==> src/rtl/uart_ahb_master_if.sv <==
// UART byte stream plus AHB-Lite master bus shared by uart_ahb_master and its neighbours.
interface uart_ahb_master_if;
  logic [7:0]  rx_data;
  logic        rx_valid;
  logic [7:0]  tx_data;
  logic        tx_valid;
  logic        tx_ready;
  logic [31:0] HADDR;
  logic [1:0]  HTRANS;
  logic        HWRITE;
  logic [2:0]  HSIZE;
  logic [31:0] HWDATA;
  logic [31:0] HRDATA;
  logic        HREADY;

  modport master (
    input  rx_data, rx_valid, tx_ready, HRDATA, HREADY,
    output tx_data, tx_valid, HADDR, HTRANS, HWRITE, HSIZE, HWDATA
  );

  modport slave (
    output rx_data, rx_valid, tx_ready, HRDATA, HREADY,
    input  tx_data, tx_valid, HADDR, HTRANS, HWRITE, HSIZE, HWDATA
  );
endinterface

==> src/rtl/uart_ahb_master.sv <==
// UART-framed (A3 write / A5 read) single-word AHB-Lite master; read data returned as 4 tx bytes LSB first.
// Bytes arriving during a bus transfer or tx response are dropped with rx_overrun; UART_MST_TIMEOUT_EN adds an inter-byte frame timeout.
module uart_ahb_master #(
  parameter logic [23:0] TIMEOUT_CYCLES = 24'd1_000_000
) (
  input  logic             HCLK,
  input  logic             HRESET,
  uart_ahb_master_if.master bus,
  output logic             busy,
  output logic             rx_overrun
`ifdef UART_MST_TIMEOUT_EN
  ,
  output logic             timeout
`endif
);

  typedef enum logic [2:0] {IDLE, ADDR, WDATA, BUS_A, BUS_D, TX} state_t;

  state_t      state, state_nxt;
  logic [1:0]  cnt, cnt_nxt;
  logic        cmd_wr, cmd_wr_nxt;
  logic [31:0] addr, wdata, rdata;
  logic        abort;

  always_ff @(posedge HCLK or posedge HRESET) begin
    if (HRESET) begin
      state  <= IDLE;
      cnt    <= 2'd0;
      cmd_wr <= 1'b0;
    end else begin
      state  <= state_nxt;
      cnt    <= cnt_nxt;
      cmd_wr <= cmd_wr_nxt;
    end
  end

  always_comb begin
    state_nxt  = state;
    cnt_nxt    = cnt;
    cmd_wr_nxt = cmd_wr;
    case (state)
      IDLE: begin
        if (bus.rx_valid && (bus.rx_data == 8'hA3 || bus.rx_data == 8'hA5)) begin
          state_nxt  = ADDR;
          cmd_wr_nxt = (bus.rx_data == 8'hA3);
          cnt_nxt    = 2'd0;
        end
      end
      ADDR: begin
        if (bus.rx_valid) begin
          cnt_nxt = cnt + 2'd1;
          if (cnt == 2'd3) begin
            state_nxt = cmd_wr ? WDATA : BUS_A;
            cnt_nxt   = 2'd0;
          end
        end
      end
      WDATA: begin
        if (bus.rx_valid) begin
          cnt_nxt = cnt + 2'd1;
          if (cnt == 2'd3) begin
            state_nxt = BUS_A;
            cnt_nxt   = 2'd0;
          end
        end
      end
      BUS_A: begin
        if (bus.HREADY) state_nxt = BUS_D;
      end
      BUS_D: begin
        if (bus.HREADY) begin
          state_nxt = cmd_wr ? IDLE : TX;
          cnt_nxt   = 2'd0;
        end
      end
      TX: begin
        if (bus.tx_ready) begin
          cnt_nxt = cnt + 2'd1;
          if (cnt == 2'd3) begin
            state_nxt = IDLE;
            cnt_nxt   = 2'd0;
          end
        end
      end
      default: state_nxt = IDLE;
    endcase
    if (abort) begin
      state_nxt = IDLE;
      cnt_nxt   = 2'd0;
    end
  end

  // Frame fields are filled LSB byte first at the slot selected by cnt.
  always_ff @(posedge HCLK or posedge HRESET) begin
    if (HRESET) begin
      addr  <= 32'd0;
      wdata <= 32'd0;
      rdata <= 32'd0;
    end else begin
      if (state == ADDR && bus.rx_valid)
        addr[{cnt, 3'b000} +: 8] <= bus.rx_data;
      if (state == WDATA && bus.rx_valid)
        wdata[{cnt, 3'b000} +: 8] <= bus.rx_data;
      if (state == BUS_D && bus.HREADY && !cmd_wr)
        rdata <= bus.HRDATA;
    end
  end

  assign bus.HADDR    = addr;
  assign bus.HWDATA   = wdata;
  assign bus.HSIZE    = 3'b010;
  assign bus.HTRANS   = (state == BUS_A) ? 2'b10 : 2'b00;
  assign bus.HWRITE   = (state == BUS_A) && cmd_wr;
  assign bus.tx_valid = (state == TX);
  assign bus.tx_data  = rdata[{cnt, 3'b000} +: 8];
  assign busy         = (state != IDLE);
  assign rx_overrun   = bus.rx_valid && (state == BUS_A || state == BUS_D || state == TX);

`ifdef UART_MST_TIMEOUT_EN
  logic [23:0] tmo_cnt;
  logic        in_frame;

  assign in_frame = (state == ADDR) || (state == WDATA);

  always_ff @(posedge HCLK or posedge HRESET) begin
    if (HRESET)
      tmo_cnt <= 24'd0;
    else if (in_frame && !bus.rx_valid)
      tmo_cnt <= tmo_cnt + 24'd1;
    else
      tmo_cnt <= 24'd0;
  end

  assign abort   = in_frame && !bus.rx_valid && (tmo_cnt == TIMEOUT_CYCLES - 24'd1);
  assign timeout = abort;
`else
  logic unused_timeout_cycles;
  assign unused_timeout_cycles = ^TIMEOUT_CYCLES;
  assign abort = 1'b0;
`endif

endmodule

==> src/flat_wrapper.sv <==
// flat-port wrapper written by rule: the top's interface ports become plain ports
module uart_ahb_master_flat 
#(
  parameter logic [23:0] TIMEOUT_CYCLES = 24'd1_000_000
)
  (HCLK, HRESET, busy, rx_overrun, bus_rx_data, bus_rx_valid, bus_tx_ready, bus_HRDATA, bus_HREADY, bus_tx_data, bus_tx_valid, bus_HADDR, bus_HTRANS, bus_HWRITE, bus_HSIZE, bus_HWDATA);
  uart_ahb_master_if bus_i ();
  input  logic HCLK;
  input  logic HRESET;
  output logic busy;
  output logic rx_overrun;
  input wire logic [$bits(bus_i.rx_data)-1:0] bus_rx_data;
  input wire logic [$bits(bus_i.rx_valid)-1:0] bus_rx_valid;
  input wire logic [$bits(bus_i.tx_ready)-1:0] bus_tx_ready;
  input wire logic [$bits(bus_i.HRDATA)-1:0] bus_HRDATA;
  input wire logic [$bits(bus_i.HREADY)-1:0] bus_HREADY;
  output wire logic [$bits(bus_i.tx_data)-1:0] bus_tx_data;
  output wire logic [$bits(bus_i.tx_valid)-1:0] bus_tx_valid;
  output wire logic [$bits(bus_i.HADDR)-1:0] bus_HADDR;
  output wire logic [$bits(bus_i.HTRANS)-1:0] bus_HTRANS;
  output wire logic [$bits(bus_i.HWRITE)-1:0] bus_HWRITE;
  output wire logic [$bits(bus_i.HSIZE)-1:0] bus_HSIZE;
  output wire logic [$bits(bus_i.HWDATA)-1:0] bus_HWDATA;
  assign bus_i.rx_data = bus_rx_data;
  assign bus_i.rx_valid = bus_rx_valid;
  assign bus_i.tx_ready = bus_tx_ready;
  assign bus_i.HRDATA = bus_HRDATA;
  assign bus_i.HREADY = bus_HREADY;
  assign bus_tx_data = bus_i.tx_data;
  assign bus_tx_valid = bus_i.tx_valid;
  assign bus_HADDR = bus_i.HADDR;
  assign bus_HTRANS = bus_i.HTRANS;
  assign bus_HWRITE = bus_i.HWRITE;
  assign bus_HSIZE = bus_i.HSIZE;
  assign bus_HWDATA = bus_i.HWDATA;
  uart_ahb_master #(.TIMEOUT_CYCLES(TIMEOUT_CYCLES)) u_core (.HCLK(HCLK), .HRESET(HRESET), .bus(bus_i), .busy(busy), .rx_overrun(rx_overrun));
endmodule
==> config.mk <==
export PLATFORM = sky130hd
export DESIGN_NAME = uart_ahb_master_flat
export DESIGN_NICKNAME = d
export VERILOG_FILES = /design/src/rtl/uart_ahb_master_if.sv /design/src/rtl/uart_ahb_master.sv /design/src/flat_wrapper.sv
export SDC_FILE = /design/constraint.sdc
export NUM_CORES = 1
export LEC_CHECK = 0
export BUFFER_PORTS_ARGS = -buffer_cell sky130_fd_sc_hd__buf_2
export CAP_MARGIN = 30
export CORE_ASPECT_RATIO = 1.5
export CORE_MARGIN = 1.5
export CORE_UTILIZATION = 50
export CTS_CLUSTER_DIAMETER = 80
export DETAILED_ROUTE_END_ITERATION = 8
export PLACE_DENSITY = 0.77
export RECOVER_POWER = 100
export SLEW_MARGIN = 0
export SYNTH_ARGS = -nofsm -noshare
export SYNTH_HDL_FRONTEND = slang
export SYNTH_SLANG_ARGS = --single-unit
==> constraint.sdc <==
create_clock -name HCLK -period 5 [get_ports HCLK]
set_input_delay 1.5 -clock HCLK [delete_from_list [all_inputs] [get_ports HCLK]]
set_output_delay 1.5 -clock HCLK [all_outputs]
set_load 0.03 [all_outputs]
==> flow_summary.ini <==
[timing]
rsz0062_at_grt = false
slew_violations = 73
setup_tns_ns = 0
finalSetupViolCount = 0
worst_pin_slew_ns = 2.11
clock.fmax_mhz = 270
fin_worst_skew_ns = 0.00602
period_share = 0.741
max_slew_margin = -0.404
finalCriticalPeriod_ns = 3.71
fin_ws_ns = 1.29
hold_viol_final = 0

[routing]
drt_iter0_drc = 112
drtPass1Iterations = 4
drc = 0
avgRoutedWirePerCell_um = 17.6
vias_per_cell = 5.48
vias = 3084
antenna_left = 0
routed_wl_um = 9930

[grt]
grt_most_used_layer = met2
grt_pass1_vias = 3270
grtUsageMet2 = 0.366
grt_overflow = 0
antenna_found_initial = 0
grt_pass1_wl_um = 15700
grt.total_usage = 0.214
met3_usage = 0.0593
grt_start_max_net_pins = 64
met1_usage = 0.255

[cts]
htreeDepth = 3
cts_tree = done
root_buffer = clkbuf_16
clkLatencyLatePin_ns = 0.34
cts_hold_buf = 0
postCtsSetupRepairBufs = 0
clk_pin_slew_worst_paths_ns = 0.06
cts_resized = 0
numCtsBuffers = 9
cts_sinks = 102
cts.path.max_buffers = 2

[worst_setup_path]
required_ns = 3.50
timing.rr.end = u_core.rdata[11]
endpoint_kind = output port
ff2ff_setup_slack_ns = 2.05
crit_chain = clkbuf_1 > a21boi_0 > clkbuf_1
slowest_delay_ns = 0.33
reg2reg_from = u_core.state[2]
crit_buf_inv = 2
worstPathMaxFanout = 5
reg2reg_depth = 4
crit_top_cell = clkbuf_1
worst_path_max_delay_cell = clkbuf_1
critical_path_class = in -> out
worstSetupStartpointType = input port
worstPathArrival_ns = 2.21
cp_top_family = buffers and inverters

[yosys]
ys_types = 43
ys_async_sr_fraction = 1.00
yosysWarnings = 0
synth_area_leaders = dfrtp_1 56%, mux2_1 19%, mux4_2 4.0%
ys_seq_area_frac = 0.560
yosysMostFrequentCell = dfrtp_1
synth-edff-count = 0
synth_common_cells = 102 x dfrtp_1, 76 x mux2_1, 26 x and2_1
synthFlopType = dfrtp_1
synth_top_area_frac = 0.560
avgSynthCellArea_um2 = 14.0
synthCells = 326
ys_ff_latch = 102
yosys.area.top_type = dfrtp_1
netlist_area_um2 = 4560

[floorplan]
core_area_um2 = 8830
start_util = 0.517
die_h_um = 120
pin_count = 126
dieArea_um2 = 9720
die_w_um = 81.0
fp-row-count = 42

[job]
cap_violations = 2

[place]
placedCellCount = 548
place_ws_ns = 1.46
post_dp_cell_area_um2 = 5270
io_buffers = 121
hpwl_um = 7350
gp_congestion = 0.809

[finish]
num-fill-cells = 756
final_nets = 498
layout-drive-gt1-share = 0.161
utilization = 0.612
register_area_um2 = 2550
stdcell_area_um2 = 5400
stdcell_count = 563
multi_input_area_um2 = 1870
syn2layout_area_growth_pct = 18.5
diodes = 0

[pwr]
ir_drop_uv = 370
leakage_uw = 0.00261
pwr_density_cell_nw_per_um2 = 549

[outcome]
violations = max-capacitance violations, max-slew violations
status = finished, violations left

[min_path]
hp-start = u_core.rdata[25]
hold_path_class = reg -> reg
holdPathEnd = u_core.rdata[25]
hold_depth = 1
==> how the worst max path moves through the flow <==
stage / cells after the start / endpoint / startpoint
6_report: 3 / rx_overrun / bus_rx_valid
5_1_grt: 3 / rx_overrun / bus_rx_valid
4_1_cts: 3 / rx_overrun / bus_rx_valid
3_3_place_gp: 3 / rx_overrun / bus_rx_valid
2_1_floorplan: 1 / u_core.bus.HADDR[0] / HRESET
3_5_place_dp: 3 / rx_overrun / bus_rx_valid
==> final cells by class <==
type	instances	share of cell area
flip-flops and latches	102	0.472
multi-input cells	205	0.346
repair buffers	126	0.0986
clock buffers	10	0.0424
well taps	110	0.0255
clock inverters	5	0.0111
inverters	5	0.00370
==> cells in the final DEF (no fill, tap or decap), types with 2 or more instances in the layout <==
cell	instances
nor2_1	7
nand3_1	2
nor3_1	3
nand2_1	11
a22o_1	17
nor4bb_1	2
mux2_2	4
conb_1	4
and2_1	7
ha_1	4
a21boi_0	2
o21ai_0	6
clkbuf_1	83
nand2b_1	4
dfrtp_1	102
or3_1	3
a21oi_1	2
and2_0	19
inv_1	4
nor3b_1	4
buf_2	42
nand4_1	2
clkbuf_16	9
nor4b_1	3
mux4_2	8
mux2_1	76
==> metrics by stage <==
| stage | hold WS, ns | power, µW |
|---|---|---|
| after floorplan | 0.452 | 2040 |
| after global placement | 0.464 | 2340 |
| after detailed placement | 0.472 | 2380 |
| after CTS | 0.487 | 3070 |
| after global routing | 0.497 | 3120 |
| final | 0.482 | 2970 |
==> worst register-to-register path: stages (launching register included) <==
cell	delay, ns
dfrtp_1	0.66
nand2b_1	0.15
nor4b_1	0.33
clkbuf_1	1.26
mux2_1	0.43
==> state kept, by name, indices dropped and copies added, names as in the netlist <==
name               cells
u_core.bus.HADDR      32
u_core.bus.HWDATA     32
u_core.rdata          32
u_core.state           3
u_core.cnt             2
u_core.cmd_wr          1
==> logic make-up (layout without fill, tap and decap cells) <==
kind of cell,count (synthesis),count (layout),share of synthesized area
other,2,4,0.00165
buffers and inverters,21,146,0.0247
adder cells (fa/ha/maj),4,4,0.0110
XOR/XNOR,1,1,0.00192
flip-flops,102,102,0.560
multiplexers,89,89,0.239
AND/OR/NAND/NOR,73,73,0.100
AO/OA/AOI/OAI,34,34,0.0617
==> power breakdown <==
part	internal [µW]	leakage, µW	switching, µW
clock	387	0.000139	296
combinational	374	0.00110	704
sequential	1020	0.00137	182
==> metal layers <==
| metal | up-vias | part of all wire |
|---|---|---|
| li1 | 1416 | - |
| met1 | 1542 | 0.41 |
| met2 | 112 | 0.51 |
| met3 | 14 | 0.067 |
| met4 | 0 | 0.019 |
| met5 | - | 0 |
Note: power is estimated with default switching activity, not from simulation.
